File: config.mk
export PLATFORM = sky130hd
export DESIGN_NAME = multi_channel_interval_timer
export DESIGN_NICKNAME = d
export VERILOG_FILES = /design/src/rtl/timer_pkg.sv /design/src/rtl/timer_channel.sv /design/src/rtl/multi_channel_interval_timer.sv
export SDC_FILE = /design/constraint.sdc
export NUM_CORES = 1
export LEC_CHECK = 0
export ABC_AREA = 1
export BUFFER_PORTS_ARGS = -buffer_cell sky130_fd_sc_hd__buf_4
export CAP_MARGIN = 10
export CORE_MARGIN = 3
export CORE_UTILIZATION = 35
export DETAILED_ROUTE_END_ITERATION = 8
export GPL_TIMING_DRIVEN = 1
export HOLD_SLACK_MARGIN = 0.12
export PLACE_DENSITY = 0.58
export SETUP_SLACK_MARGIN = 0.4
export SYNTH_ARGS = -nofsm -noshare
export SYNTH_HDL_FRONTEND = slang
export SYNTH_SLANG_ARGS = --single-unit
File: constraint.sdc
create_clock -name clock -period 10.25 [get_ports clock]
set_clock_uncertainty 0.1 [all_clocks]
set_input_delay 1.025 -clock clock [delete_from_list [all_inputs] [get_ports clock]]
set_output_delay 1.025 -clock clock [all_outputs]
set_load 0.03 [all_outputs]
File: src/rtl/timer_pkg.sv
// timer_pkg: shared mode and state encodings for the interval timer channels
package timer_pkg;
    typedef enum logic {ONE_SHOT, PERIODIC} timer_mode_t;
    typedef enum logic {T_IDLE, T_RUN} timer_state_t;
endpackage

File: src/rtl/timer_channel.sv
// timer_channel: one down-counting interval timer with period/mode registers and done/overrun flags
module timer_channel
    import timer_pkg::*;
#(
    parameter int WIDTH = 18
) (
    input  logic             clock,
    input  logic             reset,
    input  logic             tick,
    input  logic             cfg_we,
    input  logic [WIDTH-1:0] cfg_period,
    input  logic             cfg_mode,
    input  logic             start,
    input  logic             stop,
    input  logic             confirmed,
    output logic             trigger,
    output logic             done,
    output logic             overrun,
    output logic             running,
    output logic [WIDTH-1:0] count
);
    timer_state_t     state, state_n;
    timer_mode_t      mode;
    logic [WIDTH-1:0] period, count_n;
    logic             expire;
    assign running = (state == T_RUN);
    always_comb begin
        state_n = state;
        count_n = count;
        expire  = 1'b0;
        if (state == T_IDLE) begin
            if (start && period != '0) begin
                state_n = T_RUN;
                count_n = period;
            end
        end else if (stop) begin
            state_n = T_IDLE;
        end else if (start) begin
            count_n = period;
        end else if (tick) begin
            if (count > WIDTH'(1)) begin
                count_n = count - WIDTH'(1);
            end else begin
                expire = 1'b1;
                // a periodic channel reprogrammed to 0 falls back to idle instead of re-arming
                if (mode == PERIODIC && period != '0) begin
                    count_n = period;
                end else begin
                    count_n = '0;
                    state_n = T_IDLE;
                end
            end
        end
    end
    always_ff @(posedge clock or posedge reset) begin
        if (reset) begin
            state   <= T_IDLE;
            mode    <= ONE_SHOT;
            period  <= '0;
            count   <= '0;
            trigger <= 1'b0;
            done    <= 1'b0;
            overrun <= 1'b0;
        end else begin
            state   <= state_n;
            count   <= count_n;
            trigger <= expire;
            done    <= expire | (done & ~confirmed);
            overrun <= ~confirmed & (overrun | (expire & done));
            if (cfg_we) begin
                period <= cfg_period;
                mode   <= timer_mode_t'(cfg_mode);
            end
        end
    end
endmodule

File: src/rtl/multi_channel_interval_timer.sv
// multi_channel_interval_timer: shared prescaler and config decode feeding NUM_CH timer channels
module multi_channel_interval_timer
    import timer_pkg::*;
#(
    parameter int WIDTH    = 18,
    parameter int NUM_CH   = 4,
    parameter int PRESCALE = 1,
    parameter int CH_W     = (NUM_CH > 1) ? $clog2(NUM_CH) : 1
) (
    input  logic                    clock,
    input  logic                    reset,
    input  logic                    cfg_we,
    input  logic [CH_W-1:0]         cfg_ch,
    input  logic [WIDTH-1:0]        cfg_period,
    input  logic                    cfg_mode,
    input  logic [NUM_CH-1:0]       start,
    input  logic [NUM_CH-1:0]       stop,
    input  logic [NUM_CH-1:0]       Confirmed,
    output logic [NUM_CH-1:0]       Trigger,
    output logic [NUM_CH-1:0]       DoneSig,
    output logic [NUM_CH-1:0]       overrun,
    output logic [NUM_CH-1:0]       running,
    output logic [NUM_CH*WIDTH-1:0] count
);
    localparam int PW = (PRESCALE > 1) ? $clog2(PRESCALE) : 1;
    logic [PW-1:0] pcnt;
    logic          tick;
    assign tick = (pcnt == PW'(PRESCALE - 1));
    always_ff @(posedge clock or posedge reset) begin
        if (reset) pcnt <= '0;
        else       pcnt <= tick ? '0 : pcnt + PW'(1);
    end
    for (genvar i = 0; i < NUM_CH; i++) begin : g_ch
        timer_channel #(.WIDTH(WIDTH)) u_ch (
            .clock      (clock),
            .reset      (reset),
            .tick       (tick),
            .cfg_we     (cfg_we && cfg_ch == CH_W'(i)),
            .cfg_period (cfg_period),
            .cfg_mode   (cfg_mode),
            .start      (start[i]),
            .stop       (stop[i]),
            .confirmed  (Confirmed[i]),
            .trigger    (Trigger[i]),
            .done       (DoneSig[i]),
            .overrun    (overrun[i]),
            .running    (running[i]),
            .count      (count[i*WIDTH +: WIDTH])
        );
    end
endmodule

==> results.py, run 1 <==
metrics = {
    "clock_network": {
        "clk_latency_ps": 430,
        "cts_sinks": 164,
        "htree_levels": 4,
        "clockBufferDepth": 2,
        "cts_tree": "yes",
        "clk_pin_slew_ps": 60,
        "numCtsBuffers": 17,
        "clockRootBuffer": "clkbuf_16",
        "cts_setup_buffers": 0,
        "cts_resized": 0,
        "cts_hold_buf": 0,
    },
    "setup_path": {
        "slowest_stage": "a21oi_2",
        "r2r_cells": 9,
        "path_max_fanout": 23,
        "r2r_slack_ps": 7920,
        "worstPathArrival_ps": 2570,
        "reg2reg_to": "g_ch[2].u_ch.count[6]",
        "path_buf_inv": 2,
        "worstPathCellList": "inv_1 -> ha_1 -> inv_1 -> nand2_1 -> nand3_1 -> nor2_2 -> a21oi_2 -> o21ai_0 -> o21ai_0",
        "r2r-start": "g_ch[2].u_ch.count[0]",
        "cp_data_required_time_ps": 10490,
        "worstSetupPathType": "flip-flop to flip-flop",
        "cp_top_family": "compound AO/OA/AOI/OAI gates",
        "cp-start-kind": "flip-flop",
        "slowest_delay_ps": 730,
        "cp-end-kind": "flip-flop",
    },
    "synthesis": {
        "ys_seq_area_share_pct": 43.21,
        "yosys.area.top_type_share_pct": 43.21,
        "synth-edff-count": 0,
        "synth-seq-cells": 164,
        "synth_area_leader_cell": "dfrtp_1",
        "yosysWarningCount": 0,
        "synth_nets": 1377,
        "netlist_area_um2": 9498,
        "netlist_instances": 1333,
        "ys.flop_type": "dfrtp_1",
        "ys_async_sr_fraction_pct": 100.0,
        "yosys-top-cells-area": "dfrtp_1 43%, nand2_1 17%, nor2_1 6.6%, o21ai_0 6.2%, inv_1 5.1%",
        "synth.distinct_cells": 38,
        "syn_area_per_cell_um2": 7.125,
    },
    "sta": {
        "finalSetupViolations": 0,
        "worst_slack_ps": 7918,
        "rsz0062_at_grt": "false",
        "finalSetupTns_ps": 0,
        "min_period_ps": 2332,
        "drv_slew": 0,
        "fmax_mhz": 428.9,
        "slew_headroom_pct": 34.28,
        "hold_viol": 0,
        "timing.final.crit_share_pct": 22.75,
        "worstMarginPinSlew_ps": 985.8,
    },
    "layout": {
        "n_antenna_cell": 0,
        "fin_nets": 1479,
        "drive_gt1_share_pct": 15.61,
        "stdcell_count": 1783,
        "utilization_pct": 42.50,
        "area_growth_pct": 17.92,
    },
    "power_and_ir_drop": {
        "ir_drop_mv": 0.1088,
        "power_switching_w": 0.001329,
        "clock_power_share_pct": 21.0,
        "pwr-share-seq_pct": 35.6,
        "swShare_pct": 45.25,
        "leakage_nw": 5.776,
        "p_comb_share_pct": 43.4,
        "powerDensity_nw_per_um2": 262.2,
        "p_int_w": 0.001607,
    },
    "status": {
        "outcome": "complete, no violations",
    },
    "floorplan": {
        "row_count": 59,
        "coreArea_um2": 26350,
        "start_util_pct": 36.04,
        "die_h_um": 170.7,
        "pin_count": 124,
        "die-area_um2": 29150,
        "dieWidth_um": 170.7,
    },
    "drt": {
        "drt-total-wl_mm": 26.98,
        "drtAntennaViolNets": 0,
        "drc": 0,
        "vias_per_cell": 4.854,
        "num_vias": 8654,
        "dr.pass1.iters": 5,
        "dr.first_iter.drc_count": 535,
        "detail_route.wl_per_cell_um": 15.13,
    },
    "placed_design": {
        "gp_congestion": 0.8911,
        "dp_hpwl_mm": 19.85,
        "io_buffers": 123,
        "dp.cells": 1748,
        "place_ws_ps": 7410,
    },
    "worst_hold_path": {
        "min_path_type": "flip-flop to flip-flop",
        "holdPathEnd": "g_ch[0].u_ch.period[9]",
        "min-delay-start": "g_ch[0].u_ch.period[9]",
        "min_path_cells": 2,
    },
    "global_routing": {
        "grt_pass1_wl_mm": 43.76,
        "grt_max_degree": 107,
        "grt_overflow": 0,
        "antenna_found_initial": 0,
        "grt_use_total_pct": 18.77,
        "first_global_vias": 8238,
    },
    "job": {
        "maxCapViolCount": 0,
    },
}
[cells in the final DEF (no fill, tap or decap), types with 2 or more instances in the layout]
cell / n
a21oi_1: 14
a21oi_2: 5
buf_4: 126
clkbuf_1: 4
clkbuf_16: 17
clkbuf_8: 3
clkinv_1: 2
clkinv_2: 3
clkinvlp_4: 3
dfrtp_1: 164
ha_1: 8
inv_1: 129
inv_2: 9
inv_4: 2
nand2_1: 436
nand2_2: 11
nand2_4: 6
nand3_1: 84
nand3_2: 2
nand3_4: 2
nand3b_1: 7
nand4_1: 23
nor2_1: 168
nor2_2: 18
nor2_4: 4
o21ai_0: 118
o21ai_1: 21
o22ai_1: 3
or2_0: 6
or2_2: 7
xnor2_1: 10
xor2_1: 21
[through the flow]
stage               hold WS, ps  total power [W]  cell area (um^2)
detailed placement        373.1         0.002331             10590
floorplan                 353.0         0.001907              9498
global placement          369.2         0.002316             10590
finish                    386.4         0.002936             11200
CTS                       388.8         0.002958             11150
global route              402.6         0.003161             11200
[power groups by stage]
| stage | logic [W] | registers, W | clock network [W] |
|---|---|---|---|
| CTS | 0.00128 | 0.00105 | 0.000631 |
| finish | 0.00127 | 0.00105 | 0.000617 |
| detailed placement | 0.00127 | 0.00106 | 0 |
| global route | 0.00142 | 0.00108 | 0.000658 |
| global placement | 0.00126 | 0.00106 | 0 |
| floorplan | 0.000705 | 0.00120 | 0 |
[layer usage]
layer	track usage [%]	wire length, um	vias up
met4	4.444	291	0
met2	30.83	12740	197
met3	3.604	1309	23
met1	25.72	12640	4049
met5	0	0	-
li1	-	-	4385
[synth_stat cells, types with 8 or more instances]
cell and instances:
buf_4 17, dfrtp_1 164, clkbuf_1 15, nor2_2 18, a21oi_1 14, ha_1 8
inv_2 9, o21ai_1 21, nand2_2 11, inv_1 130, nand4_1 23, xor2_1 21
nand2_1 436, buf_2 8, nor2_1 168, o21ai_0 118, nand3_1 84, xnor2_1 10
[flip-flops by register name (all words and copies together) (netlist names)]
register and cells:
g_ch.u_ch.done 4, g_ch.u_ch.running 4, g_ch.u_ch.count 72, g_ch.u_ch.period 72
g_ch.u_ch.trigger 4, g_ch.u_ch.overrun 4, g_ch.u_ch.mode 4
[how the worst max path moves through the flow]
stage / depth (start not counted) / from / slack (ps) / endpoint
detailed placement: 3 / reset / 7410 / g_ch[1].u_ch.count[11]
global route: 3 / reset / 7610 / g_ch[1].u_ch.count[7]
finish: 9 / g_ch[2].u_ch.count[0] / 7920 / g_ch[2].u_ch.count[6]
global placement: 3 / reset / 7430 / g_ch[1].u_ch.count[11]
floorplan: 1 / reset / 4690 / g_ch[0].u_ch.count[0]
CTS: 3 / reset / 7870 / g_ch[1].u_ch.count[9]
[cell type report]
class / instances / area (um^2)
fillers: 2719 / 15150
flip-flops and latches: 164 / 4104
repair buffers: 129 / 999.7
multi-input cells: 980 / 4572
clock inverters: 8 / 76.32
well taps: 335 / 419.2
inverters: 143 / 546.8
clock buffers: 24 / 481.7
[kinds of logic after synthesis]
| group | synth area share (%) |
|---|---|
| XOR/XNOR | 2.859 |
| adder cells (fa/ha/maj) | 1.054 |
| buffers and inverters | 8.655 |
| flip-flops | 43.21 |
| AND/OR/NAND/NOR | 35.34 |
| AO/OA/AOI/OAI | 8.879 |
[worst min-delay path, delay by kind of cell, from the launching register on]
| kind | cells | cell delay (ps) |
|---|---|---|
| AND/OR/NAND/NOR | 1 | 50 |
| AO/OA/AOI/OAI | 1 | 60 |
| flip-flops | 1 | 350 |
No activity file was read; power rests on OpenSTA's default activity.
==> run 2: changes to the inputs <==
ABC_AREA = 0   (was 1)
clock period = 2.2 ns   (was 10.25 ns; I/O delays follow)
==> run 2 against run 1 <==
  * The flow now finishes with violations (negative setup slack)
  * Via count decreased by 5.9%
  * Power grew to 5.0 times the previous value
  * Cell count decreased by 15%
  * Largest cell class unchanged
  * Highest routed layer unchanged
==> results.py, run 2 <==
metrics = {
    "power_and_ir_drop": {
        "pwr-share-seq_pct": 31.4,
        "power_switching_w": 0.006131,
        "ir_drop_mv": 0.6207,
        "powerDensity_nw_per_um2": 1116,
        "swShare_pct": 41.44,
        "leakage_nw": 5.703,
        "p_int_w": 0.008662,
        "clock_power_share_pct": 19.7,
        "p_comb_share_pct": 48.8,
        "power_w": 0.01479,
    },
    "global_routing": {
        "grt_overflow": 0,
        "antenna_found_initial": 0,
        "grt_use_total_pct": 21.53,
        "grt_max_degree": 66,
        "grt_pass1_wl_mm": 44.66,
        "first_global_vias": 8115,
    },
    "layout": {
        "area_growth_pct": 56.05,
        "top_regs": "g_ch.u_ch.count x72, g_ch.u_ch.period x72",
        "layout_common_cells": "273 x buf_4, 163 x dfrtp_1, 83 x nor2_1",
        "n_antenna_cell": 0,
        "drive_gt1_share_pct": 49.17,
        "fin_nets": 1229,
        "utilization_pct": 55.97,
        "fill_cells": 2099,
        "final_common_cell": "buf_4",
    },
    "setup_path": {
        "r2r_slack_ps": -150,
        "worstPathCellList": "or4_1 -> or4_4 -> and2_4 -> o31ai_4 -> buf_6 -> clkbuf_16 -> o21ai_1",
        "cp-start-kind": "flip-flop",
        "cp.depth": 7,
        "cp_data_required_time_ps": 2410,
        "r2r-start": "g_ch[0].u_ch.period[0]",
        "cp-end-kind": "flip-flop",
        "path_max_fanout": 4,
        "worstSetupPathType": "flip-flop to flip-flop",
        "path_buf_inv": 2,
        "worstPathArrival_ps": 2560,
        "reg2reg_to": "g_ch[0].u_ch.count[11]",
        "cp_top_family": "simple AND/OR/NAND/NOR gates",
        "slowest_stage": "or4_1",
        "r2r_cells": 7,
        "critPathCapture": "g_ch[0].u_ch.count[11]",
        "worstSetupStartpoint": "g_ch[0].u_ch.period[0]",
        "slowest_delay_ps": 510,
    },
    "drt": {
        "num_vias": 8145,
        "drc": 0,
        "vias_per_cell": 5.369,
        "drtAntennaViolNets": 0,
        "dr.first_iter.drc_count": 472,
        "dr.pass1.iters": 5,
        "drt-total-wl_mm": 28.27,
        "detail_route.wl_per_cell_um": 18.63,
    },
    "synthesis": {
        "synth.distinct_cells": 65,
        "ys_async_sr_fraction_pct": 100.0,
        "synthTopCellsByCount": "164 x dfrtp_1, 104 x o21ai_0, 90 x nor2_1",
        "ys.flop_type": "dfrtp_1",
        "synth_top_family_by_area": "compound AO/OA/AOI/OAI gates",
        "synth-edff-count": 0,
        "synth_compound_area_share_pct": 18.78,
        "yosysMostFrequentCell": "dfrtp_1",
        "synth-simple-area-share_pct": 17.09,
        "netlist_instances": 863,
        "synth-seq-cells": 164,
        "ys_seq_area_share_pct": 48.31,
        "synth_nets": 907,
        "yosysWarningCount": 0,
        "netlist_area_um2": 8494,
        "synth_xor_area_share_pct": 0,
        "synthAdderAreaFrac_pct": 1.178,
        "synth_area_leader_cell": "dfrtp_1",
        "syn_area_per_cell_um2": 9.843,
        "yosys.area.top_type_share_pct": 48.31,
        "yosys-top-cells-area": "dfrtp_1 48%, mux2_2 10%, o21ai_0 6.1%, a21oi_1 4.3%, nor2_1 4.0%",
        "synth.area.mux_share_pct": 10.31,
    },
    "status": {
        "outcome": "finished, violations left",
        "violations": "negative setup slack",
    },
    "placed_design": {
        "place_ws_ps": -177.5,
        "gp_congestion": 0.8375,
        "io_buffers": 123,
        "dp_hpwl_mm": 19.12,
    },
    "sta": {
        "timing.final.crit_share_pct": 106.7,
        "slew_headroom_pct": 61.13,
        "whs_ps": 151.9,
        "finalSetupViolations": 52,
        "hold_viol": 0,
        "worst_slack_ps": -147.7,
        "drv_slew": 0,
        "min_period_ps": 2348,
        "worstMarginPinSlew_ps": 577.8,
        "rsz0062_at_grt": "true",
        "fmax_mhz": 426.0,
    },
    "floorplan": {
        "dieWidth_um": 161.8,
        "coreArea_um2": 23680,
        "start_util_pct": 35.87,
        "die_h_um": 161.8,
        "row_count": 56,
        "die-area_um2": 26170,
        "pin_count": 124,
    },
    "clock_network": {
        "htree_levels": 4,
        "clockRootBuffer": "clkbuf_16",
        "clk_latency_ps": 430,
        "cts_tree": "yes",
        "cts_sinks": 164,
        "numCtsBuffers": 17,
        "clk_pin_slew_ps": 70,
        "clockBufferDepth": 2,
    },
    "worst_hold_path": {
        "min-delay-start": "start[1]",
        "min_path_type": "input port to flip-flop",
    },
    "job": {
        "maxCapViolCount": 0,
    },
}
run 2: cell count changes after synthesis, moves of 21 or more:
cell / change
xor2_1: -21
mux2_2: +76
nand3_1: -66
inv_1: -109
nand4_1: -21
nor2_1: -78
a21oi_1: +59
nand2_1: -404
nor3_1: +39
nor4_1: +34
run 2: area by class of cell:
type / count / area, um^2 / share of cell area [%]
multi-input cells: 628 / 4942 / 37.29
flip-flops and latches: 164 / 4105 / 30.97
repair buffers: 353 / 3153 / 23.79
clock buffers: 19 / 442.9 / 3.342
well taps: 319 / 399.1 / 3.011
clock inverters: 13 / 127.6 / 0.9628
inverters: 21 / 85.08 / 0.6419
run 2: metal layers:
layer | GRT usage [%] | vias to the layer above | wire length, um
met3 | 3.749 | 58 | 1285
li1 | - | 3863 | -
met1 | 28.66 | 3982 | 12340
met5 | 0 | - | 0
met2 | 35.82 | 242 | 13960
met4 | 6.979 | 0 | 682
run 2: worst min path at each step:
| stage | depth (start not counted) | endpoint |
|---|---|---|
| after floorplan | 1 | g_ch[0].u_ch.overrun |
| after global placement | 2 | g_ch[2].u_ch.period[10] |
| after detailed placement | 2 | g_ch[2].u_ch.period[10] |
| after CTS | 4 | g_ch[1].u_ch.count[17] |
| after global routing | 4 | g_ch[1].u_ch.count[13] |
| final | 4 | g_ch[1].u_ch.count[13] |
run 2: cells by family after synthesis:
group / Yosys count
fa+ha+maj: 8
flops: 164
buf+inv: 72
simple gates: 278
compound gates: 263
mux: 78
run 2: metrics by stage:
step	setup TNS [ps]	instances	area, um^2
after floorplan	-39130	863	8620
after global placement	-3110	1400	10860
after detailed placement	-5103	1400	10860
after CTS	-1910	1502	12870
after global routing	-8161	1517	13260
final	-4005	1517	13260
run 2: power groups by stage:
stage               combinational (W)  clock (W)  sequential (W)
floorplan                     0.00216          0         0.00569
global placement              0.00601          0         0.00460
detailed placement            0.00606          0         0.00463
CTS                           0.00690    0.00298         0.00462
global route                  0.00773    0.00309         0.00478
finish                        0.00722    0.00292         0.00465
run 2: tightest hold or removal path, cell delays in order:
cell and delay (ps):
buf_4 110, a21oi_2 80, buf_6 140, o21ai_1 100
run 2: repair_timing:
action | 4_1_cts | 5_1_grt
hold buffers | 31 | 0
gates cloned | 9 | 2
endpoints found under the hold margin | 107 | 0
resized for setup | 191 | 56
pin swaps | 76 | 41
endpoints found under the setup margin | 88 | 87
setup buffers | 30 | 13
